`src/rtl/parking_gate_ctrl.sv`:
```
// Entry-gate controller: grants the barrier to a waiting car when the lot has room,
// times the open/close phases, and keeps capacity and error indications.
module parking_gate_ctrl #(
    parameter int unsigned CAPACITY  = 16,
    parameter int unsigned OPEN_CYC  = 8,
    parameter int unsigned CLOSE_CYC = 4
) (
    input  logic        clk,
    input  logic        reset,
    input  logic        req,
    input  logic        enter,
    input  logic        exit,
    input  logic [31:0] cout,
    output logic        gate_open,
    output logic        full,
    output logic        empty,
    output logic        reject,
    output logic        timeout,
    output logic        intrusion,
    output logic        underflow,
    output logic [15:0] reject_cnt
);

    localparam int unsigned TIMER_W = 16;
    localparam int unsigned CNT_W   = 16;
    localparam int unsigned OCC_W   = 32;

    localparam logic [1:0] ST_IDLE    = 2'd0;
    localparam logic [1:0] ST_OPEN    = 2'd1;
    localparam logic [1:0] ST_CLOSING = 2'd2;
    localparam logic [1:0] ST_DENIED  = 2'd3;

    localparam logic [TIMER_W-1:0] OPEN_LOAD  = TIMER_W'(OPEN_CYC - 1);
    localparam logic [TIMER_W-1:0] CLOSE_LOAD = TIMER_W'(CLOSE_CYC - 1);
    localparam logic [OCC_W-1:0]   CAP_EXT    = OCC_W'(CAPACITY);
    localparam logic [CNT_W-1:0]   CNT_MAX    = {CNT_W{1'b1}};

    logic [1:0]         state_q, state_d;
    logic [TIMER_W-1:0] timer_q, timer_d;
    logic               gate_open_q, gate_open_d;
    logic               full_q, full_d;
    logic               empty_q, empty_d;
    logic               reject_q, reject_d;
    logic               timeout_q, timeout_d;
    logic               intrusion_q, intrusion_d;
    logic               underflow_q, underflow_d;
    logic [CNT_W-1:0]   reject_cnt_q, reject_cnt_d;

    logic room_c;
    logic occ_zero_c;
    logic timer_zero_c;

    assign room_c       = (cout < CAP_EXT);
    assign occ_zero_c   = (cout == '0);
    assign timer_zero_c = (timer_q == '0);

    // Next-state, timer and indication logic
    always_comb begin
        state_d      = state_q;
        timer_d      = timer_q;
        reject_d     = 1'b0;
        timeout_d    = 1'b0;
        reject_cnt_d = reject_cnt_q;
        full_d       = ~room_c;
        empty_d      = occ_zero_c;
        intrusion_d  = intrusion_q | (enter & (state_q != ST_OPEN));
        underflow_d  = underflow_q | (exit & occ_zero_c);

        case (state_q)
            ST_IDLE: begin
                if (req) begin
                    if (room_c) begin
                        state_d = ST_OPEN;
                        timer_d = OPEN_LOAD;
                    end else begin
                        state_d  = ST_DENIED;
                        reject_d = 1'b1;
                        if (reject_cnt_q != CNT_MAX) begin
                            reject_cnt_d = reject_cnt_q + CNT_W'(1);
                        end
                    end
                end
            end
            ST_OPEN: begin
                // A car passing on the last open cycle is a normal entry, not a timeout
                if (enter) begin
                    state_d = ST_CLOSING;
                    timer_d = CLOSE_LOAD;
                end else if (timer_zero_c) begin
                    state_d   = ST_CLOSING;
                    timer_d   = CLOSE_LOAD;
                    timeout_d = 1'b1;
                end else begin
                    timer_d = timer_q - TIMER_W'(1);
                end
            end
            ST_CLOSING: begin
                if (timer_zero_c) begin
                    state_d = ST_IDLE;
                end else begin
                    timer_d = timer_q - TIMER_W'(1);
                end
            end
            ST_DENIED: begin
                if (!req) begin
                    state_d = ST_IDLE;
                end else if (room_c) begin
                    state_d = ST_OPEN;
                    timer_d = OPEN_LOAD;
                end
            end
            default: begin
                state_d = ST_IDLE;
                timer_d = '0;
            end
        endcase

        gate_open_d = (state_d == ST_OPEN);
    end

    // State and output registers
    always_ff @(posedge clk) begin
        if (reset) begin
            state_q      <= ST_IDLE;
            timer_q      <= '0;
            gate_open_q  <= 1'b0;
            full_q       <= 1'b0;
            empty_q      <= 1'b1;
            reject_q     <= 1'b0;
            timeout_q    <= 1'b0;
            intrusion_q  <= 1'b0;
            underflow_q  <= 1'b0;
            reject_cnt_q <= '0;
        end else begin
            state_q      <= state_d;
            timer_q      <= timer_d;
            gate_open_q  <= gate_open_d;
            full_q       <= full_d;
            empty_q      <= empty_d;
            reject_q     <= reject_d;
            timeout_q    <= timeout_d;
            intrusion_q  <= intrusion_d;
            underflow_q  <= underflow_d;
            reject_cnt_q <= reject_cnt_d;
        end
    end

    assign gate_open  = gate_open_q;
    assign full       = full_q;
    assign empty      = empty_q;
    assign reject     = reject_q;
    assign timeout    = timeout_q;
    assign intrusion  = intrusion_q;
    assign underflow  = underflow_q;
    assign reject_cnt = reject_cnt_q;

endmodule

```
`config.mk`:
```
export PLATFORM = sky130hd
export DESIGN_NAME = parking_gate_ctrl
export DESIGN_NICKNAME = d
export VERILOG_FILES = /design/src/rtl/parking_gate_ctrl.sv
export SDC_FILE = /design/constraint.sdc
export NUM_CORES = 1
export LEC_CHECK = 0
export ABC_AREA = 0
export CORE_ASPECT_RATIO = 0.8
export CORE_MARGIN = 4
export CORE_UTILIZATION = 49
export CTS_BUF_LIST = sky130_fd_sc_hd__clkbuf_16
export DETAILED_ROUTE_END_ITERATION = 10
export PLACE_DENSITY_LB_ADDON = 0.12
export SLEW_MARGIN = 15
export SYNTH_ARGS = -nofsm -noshare
export SYNTH_HDL_FRONTEND = slang
export SYNTH_SLANG_ARGS = --single-unit
```
`constraint.sdc`:
```
create_clock -name clk -period 2.45 [get_ports clk]
set_input_delay 0.6125 -clock clk [delete_from_list [all_inputs] [get_ports clk]]
set_output_delay 0.6125 -clock clk [all_outputs]
set_load 0.1 [all_outputs]
```
* Word-level counts from Yosys, hierarchy flattened
Cells that the tools add are included.
** Word-level totals
- Register bits :: 41
- Latch bits :: 0
- RAM bits :: 0
- Memory bits (read-only) :: 0
- Bits of input ports :: 37
- Logic and storage cells :: 54
- Memories kept :: 0
** Cells by class
- Add/subtract/negate cells :: 2
- Multiply operators :: 0
- Divide/modulo/power cells :: 0
- Order comparisons :: 1
- Eq/ne operators :: 9
- Shift operators :: 0
- Muxes and demuxes :: 16
- Bitwise logic cells :: 8
- Reductions and logical operators :: 8
** Operators by type and width (count)
- 16-bit two-way mux :: 5
- 16-bit one-hot mux with 3 select lines :: 1
- 32-bit zero test :: 1
- 32-bit by 5-bit less-than comparator with 1-bit output (second input constant) :: 1
- 16-bit by 1-bit adder with 16-bit output (second input constant) :: 1
- 16-bit zero test :: 1
- 16-bit != test (second input constant) :: 1
- 16-bit by 1-bit subtractor with 16-bit output (second input constant) :: 1
- 2-bit two-way mux :: 7
- 2-bit one-hot mux with 4 select lines :: 1
- 2-bit by 1-bit != test with 1-bit output (second input constant) :: 3
- 3-bit OR reduction :: 2
- 2-bit by 1-bit == test with 1-bit output (second input constant) :: 2
- 2-bit == test (second input constant) :: 2
- 1-bit NOT :: 4
- 4-bit AND reduction :: 1
- 3-bit AND reduction :: 1
- 1-bit AND :: 2
- 2-bit zero test :: 1
- 1-bit two-way mux :: 2
- 2-bit != test (second input constant) :: 1
- 1-bit OR :: 2
- 2-bit OR reduction :: 1

* Longest topological paths before layout
Gate-level depths: netlist of run 1.
- Word-level depth :: 5
- Mapped depth :: 9

* Least setup slack after synthesis of run 1
Ideal clock, no wire load.
- Path kind :: reg-to-reg
- Start :: reg reject_cnt_q[0], in the netlist reject_cnt[0]
- End :: reg reject_cnt_q[1], in the netlist reject_cnt[1]
- Arrival time :: 2.549 ns
- Data required time :: 2.322 ns
- Setup slack :: -0.226 ns
- Stages on the path, launching flop included :: 8
- Path buffers :: 1
- Clock period less this slack :: 2.676 ns
- Path through :: dfxtp_1 > ha_1 > nand2_1 > or3_1 > o221ai_1 > buf_2 > mux2i_1 > nor2_1
** On the way
- Word-level cells in the longest chain between the ends :: 2
- Elaborated cells on any way between the ends :: 3
- Those cells by class :: 1 x add/sub; 1 x eq/ne; 1 x reduce/logical
** Ends and longest elaborated chain
- start, declared :: line 47 : logic [CNT_W-1:0] reject_cnt_q, reject_cnt_d;
- start signal, assigned :: line 144 : reject_cnt_q <= reject_cnt_d;
- branches (longest 2 deep; another with 16-bit by 1-bit adder with 16-bit output)
Several ways; the timed one is not identified.
A chain may end at the register's enable or synchronous reset.

* Worst setup path after layout of run 1
- Start :: in cout[29]
- End :: reg state_q[1]
** On the way
- Word-level cells in the longest chain between the ends :: 4
- Elaborated cells on any way between the ends :: 6
- Those cells by class :: 1 x order compare; 5 x mux
** Ends and longest elaborated chain
- start, declared :: line 13 : input logic [31:0] cout,
- 32-bit by 5-bit less-than comparator with 1-bit output * :: line 53 : assign room_c = (cout < CAP_EXT);
- 2-bit two-way mux, on equally long branches :: line 107, 72
- 2-bit two-way mux, on equally long branches :: line 105, 71
- 2-bit one-hot mux with 4 select lines * :: line 69 : case (state_q)
- end signal, assigned :: line 135 : state_q <= state_d;
- end, declared :: line 38 : logic [1:0] state_q, state_d;
Every way passes the cells marked *; elsewhere a longest branch is shown, timed or not.

==> flow_summary.yaml, run 1 <==
clock_tree:
  cts-resized-gates: 0
  ctsHtreeMaxLevel: 2
  clock_path_buffers: 2
  post-cts-setup-buffer-count: 0
  postCtsHoldBufs: 0
  clkSlewWorstSetupHoldPaths_ns: 0.06
  clock_latency_ns: 0.28
  cts.sinks: 41
  cts_tree: "built"
  cts_root_buf: "clkbuf_16"
  cts_buffers: 5
setup_path:
  r2r_cells: 8
  max_stage_delay_ns: 0.41
  crit_path_end_kind: "register"
  cp_max_fo: 5
  critPathRequiredTime_ns: 2.63
  crit_path_frequent_cell: "buf_4"
  rrSetupSlack_ns: 0.20
  path_cells: "clkdlybuf4s50_1, nor4_2, nand4_1, buf_4, buf_4, nor2_1, o21ai_0, and4b_1"
  r2r-end: "timer_q[3]"
  critical_path.top_delay_family: "simple AND/OR/NAND/NOR gates"
  arrival_ns: 2.52
  cp-start-kind: "input port"
  crit_buf_inv: 3
  path_class: "in -> reg"
  critPathSlowestCell: "clkdlybuf4s50_1"
  r2r_start: "timer_q[0]"
routing:
  routedWlPerCell_um: 15.73
  drc: 0
  via_per_inst: 6.107
  ant_nets: 0
  vias: 2559
  dr.pass1.iters: 4
  routed_wl_um: 6592
  drt_iter0_markers: 219
synthesis:
  synth_top_family_by_area: "simple AND/OR/NAND/NOR gates"
  yosys.area.top_type: "dfxtp_1"
  synth_area_um2: 2315
  synth_edf_count: 0
  synth_cell_types: 54
  synth_top_area_share_pct: 35.46
  syn_inst: 276
  synth_fa_ha_area_share_pct: 3.784
  synth-seq-cells: 41
  synth_xor_area_share_pct: 0.7568
  synth_warnings: 0
  synth_compound_area_share_pct: 26.32
  synth.area.mux_share_pct: 0.4324
  yosysSeqAreaShare_pct: 35.46
  synthesis.nets: 320
  synthArstFlopShare_pct: 0
  ys.flop_type: "dfxtp_1"
  syn_avg_cell_area_um2: 8.387
  synthTopCellsByArea: "dfxtp_1 (35%), a21oi_1 (5.4%), o31ai_1 (4.2%), ha_1 (3.8%), or4_1 (3.6%)"
  synthSimpleGateAreaFrac_pct: 29.03
global_routing:
  met3_usage_pct: 5.226
  top_usage_layer: "met1"
  track_usage_pct: 21.53
  grt_util_met1_pct: 32.60
  grt-ovfl-total: 0
  grt_pass1_vias: 2264
  grt_start_max_net_pins: 43
  grt_antenna_before_repair: 0
  grt_pass1_wl_um: 10520
  met2_usage_pct: 30.50
finish:
  layout-drive-gt1-share_pct: 22.84
  fill_cells: 364
  syn_to_final_growth_pct: 42.43
  final_common_cell: "buf_4"
  layout_common_cells: "buf_4 (47), clkdlybuf4s50_1 (36), dfxtp_1 (31)"
  n_antenna_cell: 0
  fin_cells: 419
  nets: 402
placed_design:
  gp_congestion: 0.8187
  dp.cells: 410
  portBuffers: 59
  post-dp-hpwl_um: 4726
timing:
  fin_crit_sh_pct: 95.83
  maxSlewViolCount: 0
  clock.fmax_ghz: 0.4259
  post-route-min-period_ns: 2.348
  hold_viol: 0
  relSlewSlack_pct: 69.03
  worstMarginPinSlew_ns: 0.4645
  skew_ns: 0.003839
  setup_viol: 0
  rsz0062_at_grt: "no"
floorplan:
  die_area_um2: 5895
  core-area_um2: 4569
  num_rows: 22
  io_pins: 60
  die_y_um: 69.48
  initial_core_util_pct: 50.66
  dieWidth_um: 84.85
hold_path:
  holdCritStartpoint: "underflow"
  worstHoldEndpoint: "underflow"
  worstHoldPathType: "reg -> reg"
  holdPathStages: 2
status:
  status: "completed"
power_and_ir_drop:
  power_mw: 3.883
  power.density_nw_per_um2: 1178
  peakVddDrop_mv: 0.7529
  cellLeakagePower_nw: 1.213
flow_run:
  maxCapViolCount: 0
==> state kept, by name, indices dropped and copies added (netlist names) <==
name / count
empty: 1
gate_open: 1
timeout: 1
intrusion: 1
full: 1
underflow: 1
timer_q: 16
reject_cnt: 16
state_q: 2
reject: 1
==> metal layers <==
| metal | up-vias | part of all wire [%] |
|---|---|---|
| met5 | - | 0 |
| met4 | 0 | 0.76 |
| met3 | 7 | 8.5 |
| met2 | 115 | 42 |
| met1 | 1186 | 49 |
| li1 | 1251 | - |
==> cell usage after synthesis (all sizes together), types with 7 or more instances <==
master / n
o31ai: 14
nand4: 11
inv: 12
or3: 8
nor2: 17
o21ai: 16
a21oi: 25
ha: 7
dfxtp: 41
or4: 14
clkbuf: 7
a31oi: 9
nor4: 13
nand2: 13
nand3: 12
==> report_power, final <==
group | switching [mW] | total (mW) | internal (mW)
combinational | 1.33 | 2.29 | 0.964
sequential | 0.101 | 0.864 | 0.763
clock | 0.252 | 0.725 | 0.473
total | 1.68 | 3.88 | 2.20
==> cell type report <==
cell class / instances / area (um^2) / area share (%)
clock buffer: 5 / 125.1 / 3.795
clock inverter: 3 / 37.54 / 1.139
sequential: 41 / 833.3 / 25.28
tap: 60 / 75.07 / 2.277
inverter: 12 / 45.04 / 1.366
multi-input combinational: 211 / 1411 / 42.81
timing repair buffer: 87 / 769.5 / 23.34
==> worst min-delay path: stages (launching register included) <==
cell and delay [ns]:
dfxtp_1 0.33, a31oi_1 0.05, nor2_1 0.07
==> cells by family after synthesis <==
family / count (synthesis)
fa+ha+maj: 7
buf+inv: 24
xor+xnor: 2
compound gates: 91
mux: 1
flops: 41
simple gates: 110
==> stage by stage <==
step | utilization (%) | cell area [um^2] | TNS (ns) | hold WS (ns) | worst slack (ns)
global route | 72.15 | 3297 | 0 | 0.5036 | 0.006388
global placement | 68.07 | 3110 | -1.181 | 0.4529 | -0.09826
floorplan | - | 2327 | 0 | 0.4517 | 0.02971
detailed placement | 68.07 | 3110 | -3.371 | 0.4648 | -0.1778
CTS | 71.63 | 3273 | 0 | 0.4781 | 0.1156
finish | 72.15 | 3297 | 0 | 0.4789 | 0.1022
==> how the worst max path moves through the flow <==
stage / slack [ns] / to / cells after the start / from
2_1_floorplan: 0.03 / reject_cnt[1] / 6 / reject_cnt[2]
3_3_place_gp: -0.1 / timer_q[14] / 8 / cout[20]
3_5_place_dp: -0.18 / reject_cnt[1] / 9 / cout[29]
4_1_cts: 0.12 / reject_cnt[1] / 9 / cout[20]
5_1_grt: 0.006 / reject_cnt[1] / 9 / cout[20]
6_report: 0.10 / state_q[1] / 8 / cout[29]
No activity file was read; power rests on OpenSTA's default activity.
==> inputs of run 2 (changes only) <==
- CTS_BUF_LIST: sky130_fd_sc_hd__clkbuf_16 -> not set
- TNS_END_PERCENT: not set -> 50
- clock period: 2.45 -> 2.6 ns (I/O delays scaled with it)
==> run 2 against run 1 <==
  * Non-clock buffer count shrank 3
  * Routed wire length is 1.6% higher
  * Via count decreased by 1.4%
  * Worst hold slack improved by 0.011 ns
  * Clock-buffer cell count stayed put
  * Utilization is 2.0 points lower
  * Die area did not move
  * Sequential power shrank 5.9%
  * Cell area down 2.7%
  * Power fell by 9.0%
  * Setup slack improved by 0.036 ns
  * First-iteration DRC count shrank 42%
==> flow_summary.yaml, run 2 (synthesis gave the netlist of run 1 again) <==
status:
  status: "completed"
floorplan:
  initial_core_util_pct: 50.66
  num_rows: 22
  core-area_um2: 4569
  io_pins: 60
  die_area_um2: 5895
  die_y_um: 69.48
  dieWidth_um: 84.85
finish:
  multi_input_area_um2: 1396
  design_area_um2: 3207
  seqCellArea_um2: 823.3
  final_common_cell: "buf_4"
  nets: 399
  fill_cells: 388
  fin_cells: 416
  layout_common_cells: "buf_4 (47), dfxtp_1 (39), clkdlybuf4s50_1 (36)"
  n_antenna_cell: 0
  layout-drive-gt1-share_pct: 20.22
  syn_to_final_growth_pct: 38.54
routing:
  dr.pass1.iters: 4
  routed_wl_um: 6700
  drt_iter0_markers: 128
  routedWlPerCell_um: 16.11
  drc: 0
  vias: 2523
  ant_nets: 0
  via_per_inst: 6.065
hold_path:
  holdCritStartpoint: "underflow"
  holdPathStages: 2
  worstHoldPathType: "reg -> reg"
  worstHoldEndpoint: "underflow"
timing:
  setup_viol: 0
  fin_crit_sh_pct: 94.67
  hold_viol: 0
  rsz0062_at_grt: "no"
  worstMarginPinSlew_ns: 0.5513
  maxSlewViolCount: 0
  skew_ns: 0.003091
  tns_ns: 0
  post-route-min-period_ns: 2.461
  clock.fmax_ghz: 0.4063
  layout_setup_ws_ns: 0.1386
  relSlewSlack_pct: 62.96
placed_design:
  portBuffers: 59
  dp.cells: 405
  place_area_um2: 3050
  gp_congestion: 0.8354
  post-dp-hpwl_um: 4846
  preCtsSetupSlack_ns: -0.09997
global_routing:
  grt_pass1_wl_um: 11240
  grt_pass1_vias: 2354
  grt_start_max_net_pins: 43
  grt_antenna_before_repair: 0
  grt-ovfl-total: 0
  track_usage_pct: 22.98
setup_path:
  path_class: "reg -> reg"
  critPathRequiredTime_ns: 2.78
  cp-start-kind: "register"
  r2r_cells: 9
  crit_path_end_kind: "register"
  r2r_start: "timer_q[0]"
  rrSetupSlack_ns: 0.14
  arrival_ns: 2.64
  r2r-end: "timer_q[14]"
  cp_max_fo: 12
clock_tree:
  cts_buffers: 5
  cts.sinks: 41
  ctsHtreeMaxLevel: 2
  postCtsHoldBufs: 0
  clock_path_buffers: 2
  clock_latency_ns: 0.30
  cts-resized-gates: 0
  cts_tree: "built"
  cts_root_buf: "clkbuf_8"
  clkSlewWorstSetupHoldPaths_ns: 0.08
power_and_ir_drop:
  cellLeakagePower_nw: 1.176
  power.density_nw_per_um2: 1102
  peakVddDrop_mv: 0.7381
flow_run:
  maxCapViolCount: 0
==> run 2: cell types whose count changed in the layout (fill, tap and decap cells not counted), moves of 5 or more <==
cell / previous run / this run
dfxtp_2: 10 / 2
clkbuf_16: 5 / 0
dfxtp_1: 31 / 39
clkbuf_8: 0 / 5
==> run 2: power by group <==
| group | internal, mW | switching, mW | leakage [nW] | total, mW |
|---|---|---|---|---|
| Clock | 0.382 | 0.232 | 0.0681 | 0.614 |
| Combinational | 0.858 | 1.25 | 0.774 | 2.11 |
| Sequential | 0.718 | 0.0950 | 0.334 | 0.813 |
| Total | 1.96 | 1.57 | 1.18 | 3.53 |
==> run 2: worst max-delay path, stage by stage, from the launching register on <==
cell	delay, ns
dfxtp_1	0.35
inv_1	0.11
ha_1	0.24
or4b_4	0.55
nor4_4	0.38
buf_4	0.18
nor2_2	0.04
buf_4	0.20
a41oi_1	0.22
a311oi_1	0.07
==> run 2: how the worst max path moves through the flow <==
| stage | endpoint | from |
|---|---|---|
| floorplan | reject_cnt[1] | reject_cnt[11] |
| global placement | timer_q[7] | cout[22] |
| detailed placement | timer_q[7] | cout[16] |
| CTS | timer_q[3] | timer_q[0] |
| global route | timer_q[3] | timer_q[0] |
| finish | timer_q[14] | timer_q[0] |
==> run 2: routing by layer <==
| metal | routed length, um | GRT usage (%) | vias up |
|---|---|---|---|
| met2 | 3126 | 37.01 | 78 |
| met3 | 426 | 5.107 | 5 |
| met1 | 3110 | 31.82 | 1205 |
| li1 | - | - | 1235 |
| met5 | 0 | 0 | - |
| met4 | 37 | 4.218 | 0 |
==> run 2: area by class of cell <==
type                    instances  area share [%]
multi-input cells             211           43.54
flip-flops and latches         41           25.67
clock inverters                 3           2.029
clock buffers                   5           2.146
well taps                      60           2.341
inverters                      12           1.405
repair buffers                 84           22.86
==> run 2: stage by stage <==
step	hold slack, ns	util, %	power, mW
2_1_floorplan	0.4517	-	2.168
3_3_place_gp	0.4504	66.76	2.719
3_5_place_dp	0.4782	66.76	2.759
4_1_cts	0.4903	69.69	3.393
5_1_grt	0.5155	70.18	3.735
6_report	0.4903	70.18	3.533
==> run 2: what timing repair did <==
action	in CTS	in global routing
setup buffers	0	3
setup endpoints to repair	0	1
endpoints found under the hold margin	0	0
==> inputs of run 3 (changes only) <==
- CTS_CLUSTER_DIAMETER: not set -> 60
==> results of run 3 <==
Same layout as run 2: the final DEF is identical, and so are final timing and power.
